## config.mk

```make
export PLATFORM = sky130hd
export DESIGN_NAME = alu_share_arbiter
export DESIGN_NICKNAME = d
export VERILOG_FILES = /design/src/rtl/alu_share_arbiter.sv
export SDC_FILE = /design/constraint.sdc
export NUM_CORES = 1
export LEC_CHECK = 0
export ABC_AREA = 1
export CORE_AREA = 2 2 109 111
export DETAILED_ROUTE_END_ITERATION = 8
export DIE_AREA = 0 0 111 113
export GPL_TIMING_DRIVEN = 0
export PLACE_DENSITY_LB_ADDON = 0.15
export SETUP_SLACK_MARGIN = 0.1
export SYNTH_ARGS = -nofsm -noshare
export SYNTH_HDL_FRONTEND = slang
export SYNTH_SLANG_ARGS = --single-unit
export TNS_END_PERCENT = 50
```

## constraint.sdc

```tcl
create_clock -name clk -period 1.6 [get_ports clk]
set_input_delay 0.32 -clock clk [delete_from_list [all_inputs] [get_ports clk]]
set_output_delay 0.32 -clock clk [all_outputs]
set_load 0.005 [all_outputs]
```

## src/rtl/alu_share_arbiter.sv

```systemverilog
// +-----------------------------------------------------------------------------+
// | Module  : alu_share_arbiter                                                 |
// | Brief   : Round-robin sharing of one combinational ALU between two          |
// |           requesters, with a single registered result slot.                 |
// | Revision: 1.0  initial release                                              |
// +-----------------------------------------------------------------------------+
`default_nettype none

module alu_share_arbiter #(
  parameter int XLEN = 32
) (
  input  logic              clk,
  input  logic              reset,
  input  logic [1:0]        req_valid,
  output logic [1:0]        req_ready,
  input  logic [7:0]        req_op,
  input  logic [2*XLEN-1:0] req_a,
  input  logic [2*XLEN-1:0] req_b,
  output logic [3:0]        alu_ctrl,
  output logic [XLEN-1:0]   alu_a,
  output logic [XLEN-1:0]   alu_b,
  input  logic [XLEN-1:0]   alu_result,
  input  logic              alu_zero,
  output logic [1:0]        rsp_valid,
  input  logic [1:0]        rsp_ready,
  output logic [XLEN-1:0]   rsp_result,
  output logic              rsp_zero
);

  localparam logic [0:0] EMPTY = 1'b0;
  localparam logic [0:0] FULL  = 1'b1;

  logic [0:0]      state_q, state_d;
  logic            owner_q, owner_d;
  logic            last_grant_q, last_grant_d;
  logic [XLEN-1:0] result_q, result_d;
  logic            zero_q, zero_d;

  logic            grant_vld;
  logic            grant_idx;
  logic            can_accept;
  logic            handshake;

  // On contention the requester that did not win last time gets the ALU.
  always_comb begin
    grant_vld  = |req_valid;
    grant_idx  = (req_valid == 2'b11) ? ~last_grant_q : req_valid[1];
    can_accept = (state_q == EMPTY) || ((state_q == FULL) && rsp_ready[owner_q]);
    req_ready  = 2'b00;
    if (grant_vld && can_accept && !reset) begin
      req_ready[grant_idx] = 1'b1;
    end
    handshake  = |(req_valid & req_ready);
  end

  always_comb begin
    alu_ctrl = 4'b0000;
    alu_a    = '0;
    alu_b    = '0;
    if (grant_vld) begin
      if (grant_idx) begin
        alu_ctrl = req_op[7:4];
        alu_a    = req_a[2*XLEN-1:XLEN];
        alu_b    = req_b[2*XLEN-1:XLEN];
      end else begin
        alu_ctrl = req_op[3:0];
        alu_a    = req_a[XLEN-1:0];
        alu_b    = req_b[XLEN-1:0];
      end
    end
  end

  always_comb begin
    state_d      = state_q;
    owner_d      = owner_q;
    last_grant_d = last_grant_q;
    result_d     = result_q;
    zero_d       = zero_q;
    if (handshake) begin
      state_d      = FULL;
      owner_d      = grant_idx;
      last_grant_d = grant_idx;
      result_d     = alu_result;
      zero_d       = alu_zero;
    end else if ((state_q == FULL) && rsp_ready[owner_q]) begin
      state_d      = EMPTY;
    end
  end

  always_ff @(posedge clk or posedge reset) begin
    if (reset) begin
      state_q      <= EMPTY;
      owner_q      <= 1'b0;
      last_grant_q <= 1'b1;
      result_q     <= '0;
      zero_q       <= 1'b0;
    end else begin
      state_q      <= state_d;
      owner_q      <= owner_d;
      last_grant_q <= last_grant_d;
      result_q     <= result_d;
      zero_q       <= zero_d;
    end
  end

  assign rsp_valid  = (state_q == FULL) ? (2'b01 << owner_q) : 2'b00;
  assign rsp_result = result_q;
  assign rsp_zero   = zero_q;

endmodule

`default_nettype wire

```

After elaboration in Yosys (flattened, before gate mapping) --
Cells that the tools add are included.
Word-level totals: register bits 36, output and inout bits 105, word-level logic and storage cells 37
Cells by class: $lt $le $gt $ge 3, eq/ne operators 1, shifts and indexed selects 1, muxes and demuxes 15, bitwise logic cells 3, reductions and logical operators 9
Operator list (number):
- two-way mux 32 bit | 4
- two-way mux 4 bit | 2
- two-way mux 1 bit | 6
- logical AND 1 bit | 4
- < comparator 1 x 2 -> 1 bit, second input constant | 2
- two-way mux 2 bit | 2
- OR reduction 2 bit | 2
- AND 2 bit | 1
- equality test 2 bit, second input constant | 1
- NOT 1 bit | 2
- nonzero test 2 bit | 1
- left shift 1 x 1 -> 2 bit, first input constant | 1
- demux 1 bit (select 1 bit) | 1
- greater-or-equal comparator 1 bit, second input constant | 1
- zero test 1 bit | 1
- logical OR 1 bit | 1

Logic depth before layout (Yosys ltp) --
Gate-level depths: netlist of the first run.
word-level depth 10, depth in mapped cells 7, mapped depth without buffers 6

Worst setup path after synthesis of the first run --
OpenSTA, ideal clock, no wires.
path kind register to output, start point register last_grant_q, end point output port alu_a[11], arrival 1.060 ns, data required time 1.280 ns, path slack 0.220 ns, stages on the path, launching flop included 7, buffers on the path 2, cells stage by stage dfstp_2 > nand2_1 > nand2_2 > buf_4 > buf_6 > nand3_1 > nand2_1
Between the ends: longest elaborated chain between the ends 4
RTL lines:
- start: declaration | RTL line 35 | logic last_grant_q, last_grant_d;
- start signal: assignment | RTL line 100 | last_grant_q <= last_grant_d;
- NOT 1 bit | RTL line 47 | grant_idx = (req_valid == 2'b11) ? ~last_grant_q : req_valid[1];
- two-way mux 1 bit | RTL line 47
- two-way mux 32 bit | RTL line 61 | if (grant_idx) begin
- two-way mux 32 bit | RTL line 60 | if (grant_vld) begin
- end: declaration | RTL line 20 | output logic [XLEN-1:0] alu_a,
Every way passes these cells.

Worst setup path in the final report of the first run --
start point register last_grant_q, end point output port alu_b[16]
Between the ends: longest elaborated chain between the ends 4
RTL lines:
- NOT 1 bit | RTL line 47
- two-way mux 1 bit | RTL line 47
- two-way mux 32 bit | RTL line 61
- two-way mux 32 bit | RTL line 60
- end: declaration | RTL line 21 | output logic [XLEN-1:0] alu_b,
Every way passes these cells.

==> results.sh, run 1 <==
export IMPL_outcome="complete, but fails checks"
export IMPL_failing_checks="negative setup slack"
export IMPL_synth_area_mm2=0.002475
export IMPL_synth_async_reset_ratio=1.000
export IMPL_clock_latency_ns=0.28
export IMPL_crit_chain="nand2_2, nand2_4, buf_12, buf_8, buf_6, buf_4, nand3_2, nand2_1, buf_2"
export IMPL_finish_net_count=884
export IMPL_syn_instance_count=393
export IMPL_routed_wl_per_cell_um=15.87
export IMPL_hold_class="in -> async"
export IMPL_timing_critical_path_from_type="flip-flop"
export IMPL_worst_slew_pin_transition_ns=0.7488
export IMPL_worst_path_buf_inv=5
export IMPL_switching_share=0.3381
export IMPL_skew_final_ns=0.006290
export IMPL_timing_final_max_slew_violations=0
export IMPL_cellPowerDensity_mw_per_mm2=913.3
export IMPL_detailed_place_area_mm2=0.005436
export IMPL_cts_tree="built"
export IMPL_grt_total_usage=0.1972
export IMPL_final_setup_tns_ns=-20.82
export IMPL_synthDominantAreaCellType="sky130_fd_sc_hd__dfrtp_1"
export IMPL_seq_power_share=0.260
export IMPL_synth_area_top_cells="sky130_fd_sc_hd__dfrtp_1 35%, sky130_fd_sc_hd__nand2_1 32%, sky130_fd_sc_hd__nand3_1 21%"
export IMPL_ff2ff_path_depth=8
export IMPL_number_of_antenna_violations_at_the_first_check_in_global_routing=0
export IMPL_final_cycle_share=1.251
export IMPL_comb_power_share=0.563
export IMPL_grt_ovfl_total=0
export IMPL_synth_enable_flop_cells=0
export IMPL_number_of_buffers_on_the_longest_clock_path=2
export IMPL_die_width_um=111
export IMPL_initial_standard_cell_utilization_of_the_core=0.2196
export IMPL_timing_critical_path_max_delay_family="buffers and inverters"
export IMPL_pre_cts_ws_ns=-0.7647
export IMPL_setup_viol=70
export IMPL_synth_yosys_warnings=0
export IMPL_n_antenna_cell=0
export IMPL_p_sw_mw=1.900
export IMPL_critical_path_reg2reg_startpoint="owner_q"
export IMPL_synth_seq_area_share=0.3645
export IMPL_maximum_number_of_pins_on_one_net_before_global_route_repair=37
export IMPL_antenna_left=0
export IMPL_setup_repair_after_global_routing_missed_its_margin="true"
export IMPL_worst_r2r_endpoint="rsp_result[22]"
export IMPL_hold_buffers=0
export IMPL_critPathMaxFanout=6
export IMPL_routed_via_density=4.515
export IMPL_hold_viol=0
export IMPL_core_area_mm2=0.01127
export IMPL_drt_pre_antenna_iters=4
export IMPL_critical_path_sink_type="primary output"
export IMPL_post_synth_top_count_cell="sky130_fd_sc_hd__nand2_1"
export IMPL_max_slew_margin=0.5001
export IMPL_wl_um=13540
export IMPL_dp_hpwl_um=10240
export IMPL_critPathMaxStageDelay_ns=0.53
export IMPL_synth_net_count=568
export IMPL_max_freq_ghz=0.4995
export IMPL_num_io_pins=280
export IMPL_remaining_drc_errors=0
export IMPL_post_route_cells_drive_above_1_share=0.2732
export IMPL_crit_slowest_cell="sky130_fd_sc_hd__dfstp_2"
export IMPL_arrival_ns=1.68
export IMPL_count_of_buffers_from_port_buffering=278
export IMPL_final_setup_worst_slack_ns=-0.4019
export IMPL_clock_power_share=0.176
export IMPL_first_global_vias=3787
export IMPL_power_leakage_nw=3.272
export IMPL_vdd_drop_max_mv=0.7165
export IMPL_dr_first_iter_drc_count=255
export IMPL_yosysTopAreaCellShare=0.3539
export IMPL_worst_endpoint_required_ns=1.28
export IMPL_post_synth_num_cell_types=16
export IMPL_area_delta_synth_final_pct=148.7
export IMPL_finalInstanceArea_mm2=0.006155
export IMPL_rows=39
export IMPL_fp_dieArea_mm2=0.01254
export IMPL_timing_worst_setup_path_type="reg -> out"
export IMPL_grt_pass1_wl_um=20160
export IMPL_syn_area_per_cell_um2=6.297
export IMPL_detailroute_via_count=3851
export IMPL_die_height_um=113
export IMPL_drv_max_cap_violation_count=0
export IMPL_dominantRegCellSynth="sky130_fd_sc_hd__dfrtp_1"
export IMPL_yosys_register_bits=36
export IMPL_setup_worst_path_start="last_grant_q"
export IMPL_synth_common_cells="211 x sky130_fd_sc_hd__nand2_1, 102 x sky130_fd_sc_hd__nand3_1, 35 x sky130_fd_sc_hd__dfrtp_1"
export IMPL_cts_root_buffer_cell="sky130_fd_sc_hd__clkbuf_16"
export IMPL_cts_buffers=5
export IMPL_clk_pin_slew_worst_paths_ns=0.06
export IMPL_place_congestion=0.9078
export IMPL_p_int_mw=3.721
export IMPL_clkSinkCount=36
export IMPL_htreeDepth=2
export IMPL_rrSetupSlack_ns=0.15
export IMPL_finalWorstPathRequiredPeriod_ns=2.002
registers in the layout (all words and copies together) (netlist names):
signal,cells
rsp_zero,1
last_grant_q,1
owner_q,1
rsp_result,32
state_q,1
repair_timing:
item | CTS | global route
gates cloned | 6 | 1
setup buffers | 17 | 9
gates resized for setup | 288 | 120
endpoints found under the setup margin | 72 | 109
pin swaps | 23 | 37
logic make-up after synthesis:
kind of cell	after synthesis	synth area share
buffers and inverters	37	0.08442
flip-flops	36	0.3645
AND/OR/NAND/NOR	320	0.5511
cells in the final DEF (no fill, tap or decap), types with 4 or more instances in the layout:
cell / Yosys / layout
sky130_fd_sc_hd__clkbuf_16: 0 / 6
sky130_fd_sc_hd__dlymetal6s2s_1: 0 / 18
sky130_fd_sc_hd__nand2_2: 1 / 11
sky130_fd_sc_hd__nand2_1: 211 / 199
sky130_fd_sc_hd__clkdlybuf4s50_1: 0 / 187
sky130_fd_sc_hd__nand3_2: 1 / 41
sky130_fd_sc_hd__buf_6: 5 / 17
sky130_fd_sc_hd__buf_12: 0 / 5
sky130_fd_sc_hd__buf_2: 20 / 57
sky130_fd_sc_hd__inv_1: 5 / 4
sky130_fd_sc_hd__clkbuf_1: 4 / 4
sky130_fd_sc_hd__buf_4: 2 / 17
sky130_fd_sc_hd__buf_8: 0 / 15
sky130_fd_sc_hd__dlygate4sd2_1: 0 / 7
sky130_fd_sc_hd__dfrtp_1: 35 / 35
sky130_fd_sc_hd__nand3_1: 102 / 60
sky130_fd_sc_hd__clkbuf_2: 0 / 8
power by group through the flow:
stage               Combinational, mW  Clock, mW  Sequential [mW]
global placement                 2.80          0             1.46
CTS                              3.13       1.02             1.47
global route                     3.43       1.06             1.50
floorplan                       0.959          0             1.48
detailed placement               2.83          0             1.46
finish                           3.17      0.992             1.46
area by class of cell:
class | instances | area, um2
tap | 143 | 178.9
fill | 1094 | 5117
buffer | 31 | 320.3
inverter | 6 | 35.03
multi-input combinational | 320 | 1638
clock buffer | 6 | 138.9
clock inverter | 2 | 13.76
sequential | 36 | 902.1
timing repair buffer | 309 | 2928
metrics by stage:
step / hold slack (ns) / util / power [mW] / instances
3_3_place_gp: 0.4528 / 0.4823 / 4.265 / 814
4_1_cts: 0.4727 / 0.5285 / 5.622 / 845
6_report: 0.2992 / 0.5460 / 5.621 / 853
2_1_floorplan: 0.4440 / - / 2.434 / 393
5_1_grt: 0.3828 / 0.5460 / 6.003 / 853
3_5_place_dp: 0.4578 / 0.4823 / 4.291 / 814
worst max path at each step:
stage	cells after the start	end	slack [ns]
final	9	alu_b[16]	-0.40
after global routing	9	alu_b[16]	-0.48
after CTS	8	alu_b[7]	-0.43
after detailed placement	7	req_ready[1]	-0.76
after global placement	7	req_ready[1]	-0.76
after floorplan	6	alu_a[11]	0.22
per-layer routing:
metal / up-vias / global-route usage / routed length (um)
li1: 1885 / - / -
met1: 1758 / 0.2440 / 5514
met2: 176 / 0.3350 / 6656
met3: 32 / 0.05142 / 923
met4: 0 / 0.06750 / 446
met5: - / 0 / 0
Note: power is estimated with default switching activity, not from simulation.
==> run 2: changes to the inputs <==
--- a/config.mk
+++ b/config.mk
@@ -9,6 +9,7 @@
 export CORE_AREA = 2 2 109 111
 export DETAILED_ROUTE_END_ITERATION = 8
 export DIE_AREA = 0 0 111 113
+export GPL_ROUTABILITY_DRIVEN = 0
 export GPL_TIMING_DRIVEN = 0
 export PLACE_DENSITY_LB_ADDON = 0.15
 export SETUP_SLACK_MARGIN = 0.1
==> results.sh, run 2 (synthesis results as in run 1) <==
export IMPL_timing_worst_setup_path_type="reg -> out"
export IMPL_hold_class="in -> async"
export IMPL_worst_r2r_endpoint="rsp_result[20]"
export IMPL_outcome="complete, but fails checks"
export IMPL_core_area_mm2=0.01127
export IMPL_multi_input_comb_area_mm2=0.001690
export IMPL_critPathMaxFanout=6
export IMPL_finalWorstPathRequiredPeriod_ns=1.940
export IMPL_dr_first_iter_drc_count=188
export IMPL_critPathMaxStageDelay_ns=0.55
export IMPL_hold_viol=0
export IMPL_die_height_um=113
export IMPL_wl_um=13990
export IMPL_timing_critical_path_from_type="flip-flop"
export IMPL_skew_final_ns=0.006860
export IMPL_worst_slew_pin_transition_ns=0.7469
export IMPL_failing_checks="negative setup slack"
export IMPL_setup_repair_after_global_routing_missed_its_margin="true"
export IMPL_n_antenna_cell=0
export IMPL_holdWs_ns=0.4118
export IMPL_layout_commonest_cell="sky130_fd_sc_hd__nand2_1"
export IMPL_num_fill_cells=1098
export IMPL_final_cycle_share=1.212
export IMPL_drv_max_cap_violation_count=0
export IMPL_post_route_cells_drive_above_1_share=0.2932
export IMPL_remaining_drc_errors=0
export IMPL_finish_net_count=897
export IMPL_arrival_ns=1.62
export IMPL_first_global_vias=3897
export IMPL_grt_ovfl_total=0
export IMPL_final_setup_worst_slack_ns=-0.3398
export IMPL_final_setup_tns_ns=-19.35
export IMPL_ff2ff_path_depth=8
export IMPL_area_delta_synth_final_pct=149.1
export IMPL_vdd_drop_max_mv=0.6520
export IMPL_finalInstanceArea_mm2=0.006166
export IMPL_register_area_um2=902.1
export IMPL_layout_common_cells="202 x sky130_fd_sc_hd__nand2_1, 194 x sky130_fd_sc_hd__clkdlybuf4s50_1, 63 x sky130_fd_sc_hd__buf_2"
export IMPL_number_of_antenna_violations_at_the_first_check_in_global_routing=0
export IMPL_die_width_um=111
export IMPL_clock_latency_ns=0.28
export IMPL_crit_slowest_cell="sky130_fd_sc_hd__dfstp_2"
export IMPL_grt_total_usage=0.2072
export IMPL_cellPowerDensity_mw_per_mm2=908.3
export IMPL_worst_endpoint_required_ns=1.28
export IMPL_critical_path_reg2reg_startpoint="owner_q"
export IMPL_worst_path_most_repeated_cell="sky130_fd_sc_hd__buf_6"
export IMPL_setup_viol=70
export IMPL_drt_pre_antenna_iters=5
export IMPL_timing_final_max_slew_violations=0
export IMPL_clkSinkCount=36
export IMPL_critical_path_sink_type="primary output"
export IMPL_detailed_place_area_mm2=0.005436
export IMPL_cts_buffers=5
export IMPL_largest_register_ff_count=32
export IMPL_max_slew_margin=0.5013
export IMPL_antenna_left=0
export IMPL_initial_standard_cell_utilization_of_the_core=0.2196
export IMPL_fp_dieArea_mm2=0.01254
export IMPL_grt_pass1_wl_um=20990
export IMPL_power_leakage_nw=3.195
export IMPL_hold_buffers=0
export IMPL_dp_hpwl_um=10130
export IMPL_count_of_buffers_from_port_buffering=278
export IMPL_num_io_pins=280
export IMPL_routed_via_density=4.462
export IMPL_crit_chain="nand2_4, nand2_4, buf_8, buf_6, buf_6, nand3_2, nand2_2, buf_6"
export IMPL_number_of_buffers_on_the_longest_clock_path=2
export IMPL_cts_root_buffer_cell="sky130_fd_sc_hd__clkbuf_16"
export IMPL_max_freq_ghz=0.5155
export IMPL_cts_tree="built"
export IMPL_maximum_number_of_pins_on_one_net_before_global_route_repair=37
export IMPL_rows=39
export IMPL_htreeDepth=2
export IMPL_routed_wl_per_cell_um=16.16
export IMPL_detailroute_via_count=3864
export IMPL_rrSetupSlack_ns=0.18
export IMPL_clk_pin_slew_worst_paths_ns=0.05
-- run 2: cell types whose count changed in the layout (fill, tap and decap cells not counted), sizes merged, moves of 2 or more --
cell,previous run,this run
buf,111,128
dlymetal6s2s,18,10
clkdlybuf4s50,187,194
clkbuf,21,19
clkdlybuf4s15,0,2
dlygate4sd2,7,5
-- run 2: metrics by stage --
step / instances / util / setup WS (ns) / total power, mW
3_3_place_gp: 814 / 0.4823 / -0.7634 / 4.265
3_5_place_dp: 814 / 0.4823 / -0.7499 / 4.286
4_1_cts: 861 / 0.5301 / -0.3370 / 5.561
2_1_floorplan: 393 / - / 0.2201 / 2.434
5_1_grt: 866 / 0.5470 / -0.4194 / 5.991
6_report: 866 / 0.5470 / -0.3398 / 5.600
-- run 2: power breakdown --
group | internal (mW) | leakage, nW | total, mW | switching, mW
sequential | 1.26 | 0.442 | 1.46 | 0.203
combinational | 1.85 | 2.69 | 3.20 | 1.35
clock | 0.581 | 0.0681 | 0.939 | 0.359
total | 3.69 | 3.20 | 5.60 | 1.91
-- run 2: worst max path at each step --
stage / start / to / cells past startpoint
after global routing: last_grant_q / alu_a[7] / 8
after global placement: req_valid[1] / req_ready[1] / 7
final: last_grant_q / alu_ctrl[3] / 8
after detailed placement: req_valid[1] / alu_b[2] / 7
after CTS: last_grant_q / alu_b[31] / 8
after floorplan: last_grant_q / alu_a[11] / 6
-- run 2: routing by layer --
metal | vias up | wire, um | GRT usage
li1 | 1909 | - | -
met1 | 1734 | 5687 | 0.2577
met2 | 185 | 6790 | 0.3526
met3 | 36 | 977 | 0.05088
met4 | 0 | 538 | 0.07167
met5 | - | 0 | 0
-- run 2: critical path: cells and delay by family (launching register included) --
family	cells	cell delay, ns
buffers and inverters	4	0.45
and+or+nand+nor	4	0.35
DFF	1	0.55
-- run 2: final cells by class --
| class | count | share of cell area |
|---|---|---|
| Buffer | 31 | 0.04525 |
| Clock buffer | 7 | 0.02151 |
| Clock inverter | 1 | 0.001420 |
| Inverter | 6 | 0.004870 |
| Multi-Input combinational cell | 321 | 0.2741 |
| Sequential cell | 36 | 0.1463 |
| Tap cell | 143 | 0.02902 |
| Timing Repair Buffer | 321 | 0.4775 |
-- run 2: repair_timing --
action,CTS,global route
pin swaps,37,53
endpoints found under the setup margin,72,110
gates cloned,7,0
resized for setup,330,90
buffers inserted,32,5
==> patch, RTL diff (settings of run 1) <==
Reset style: synchronous (`reset`), changed in one clocked block.
--- a/src/rtl/alu_share_arbiter.sv
+++ b/src/rtl/alu_share_arbiter.sv
@@ -89,3 +89,3 @@
 
-  always_ff @(posedge clk or posedge reset) begin
+  always_ff @(posedge clk) begin
     if (reset) begin
Check against the original RTL: differs if reset is asserted again (counterexample within 4 cycles, from zero or initial values and one cycle with reset high); with reset held inactive, the same outputs for 10 cycles.
==> patch against run 1 <==
  * The flow still finishes with violations (setup timing)
  * Via count up 2.5%
  * Synthesized area fell by 4.1%
  * Synthesized cell count grew 1.5%
  * Global-route usage up 0.12 points
  * Critical path depth is the same
  * First-iteration DRC count decreased by 18%
  * Routed wire length up 2.4%
  * Final area rose by 1.0%
  * Final cell count rose by 1.8%
  * Sequential cell count unchanged
  * Sequential power is 29% lower
  * Power down 34%
  * Setup slack improved by 230 ps
  * Clock power decreased by 2.1%
  * Largest cell class unchanged
  * Largest power group unchanged
==> patch: results (changes against run 1) <==
* Gp weighted congestion at 0.922 (was 0.908)
* Top area cells in the synthesized netlist: dfxtp_1, nand3_1, nand2_1, buf_2, buf_4 (was dfrtp_1, nand2_1, nand3_1, buf_2, buf_6)
* CP arrival at 1450 ps (was 1680 ps)
* Met2 capacity usage during global routing at 37.4% (was 33.5%)
* Highest cell delay on the worst timing path at 330 ps (was 530 ps)
* Share of the yosys chip area belonging to registers at 30.4% (was 36.5%)
* Fin nets at 898 (was 884)
* Outcome: finished, violations left (unchanged)
* Initial DRC Count at 209 (was 255)
* Failing checks: setup timing (unchanged)
* Smallest setup slack after layout at -175 ps (was -402 ps)
* GR Util met1 at 19.8% (was 24.4%)
* Largest fanout of any net on the critical path at 4 (was 6)
* Most numerous cell types in the synthesized netlist: nand2_1, nand3_1, dfxtp_1 (was nand2_1, nand3_1, dfrtp_1)
* Worst vdd ir at 513 µV (was 716 µV)
* Cells after DPL at 820 (was 814)
* Async set-or-reset flop fraction in the synthesized netlist at 0% (was 100%)
* Endpoint of the lowest-slack register-to-register path: rsp_result[15] (was rsp_result[22])
* Antenna violations before repair at 1 (was 0)
* Estimated wirelength of the detail-placed design at 10.7 mm (was 10.2 mm)
* Worst slack on hold paths at 411 ps (was 299 ps)
* Destination of the critical timing path: alu_a[30] (was alu_b[16])
* Class of the most critical hold timing path: in -> reg (was in -> async)
* GRT Resource Usage Total at 19.8% (was 19.7%)
* Depth of the worst register-to-register path at 9 (was 8)
* Final number of setup-violating endpoints at 67 (was 70)
* Worst slew margin at 63.8% (was 50.0%)
* Internal at 2.64 mW (was 3.72 mW)
* Register-to-register setup slack at 210 ps (was 150 ps)
## patch: cell count changes in the layout (fill, tap and decap cells not counted), sizes merged, moves of 14 or more
cell	run 1	this run
dfrtp	35	0
clkdlybuf4s50	187	201
nand3	103	138
dlymetal6s2s	18	4
dfxtp	0	36
nand2	213	178
buf	111	126
## patch: cell families after synthesis
family	share of synthesized area, %
AO/OA/AOI/OAI	0.422
flip-flops	30.4
AND/OR/NAND/NOR	59.4
buffers and inverters	9.81
## patch: metal layers
metal	wire (µm)	up-vias
li1	-	1953
met1	4720	1791
met2	7370	174
met3	1240	30
met4	537	0
met5	0	-
## patch: worst min-delay path by stage
| stage | from | end | cells past startpoint |
|---|---|---|---|
| after floorplan | reset | state_q | 1 |
| after global placement | rsp_result[6] | rsp_result[6] | 2 |
| after detailed placement | rsp_result[5] | rsp_result[5] | 2 |
| after CTS | req_valid[0] | state_q | 3 |
| after global routing | reset | state_q | 2 |
| final | reset | state_q | 2 |
## patch: power groups by stage
stage	combinational (mW)	sequential [mW]	clock (mW)
6_report	1.71	1.03	0.971
5_1_grt	1.84	1.04	1.04
4_1_cts	1.61	1.03	1.00
3_5_place_dp	1.47	1.05	0
3_3_place_gp	1.47	1.05	0
2_1_floorplan	0.443	1.05	0
## patch: area by class of cell
type	instances	area [µm²]
inverters	7	38.8
clock buffers	7	143
repair buffers	317	2990
multi-input cells	322	1820
plain buffers	34	310
well taps	143	179
fillers	1125	5050
diodes	1	2.50
clock inverters	1	7.51
flip-flops and latches	36	724
## patch: worst reg2reg max path, cell delays in order, from the launching register on
cell and delay, ps:
dfxtp_2 350, inv_1 40, nand2_1 60, nand3_2 90, buf_6 150, buf_4 130
buf_4 140, buf_4 170, nand3_1 90, nand2_1 60
## patch: stage by stage
step           worst slack, ps  area, µm²  util [%]
6_report                  -175       6220      55.2
5_1_grt                   -236       6220      55.2
4_1_cts                   -227       5900      52.3
3_5_place_dp              -855       5330      47.3
3_3_place_gp              -862       5330      47.3
2_1_floorplan              235       2370         -
## patch: what timing repair did
action | 4_1_cts | 5_1_grt
pin swaps | 29 | 33
resized for setup | 367 | 113
endpoints found under the setup margin | 72 | 92
gates cloned | 7 | 1
buffers inserted | 21 | 13
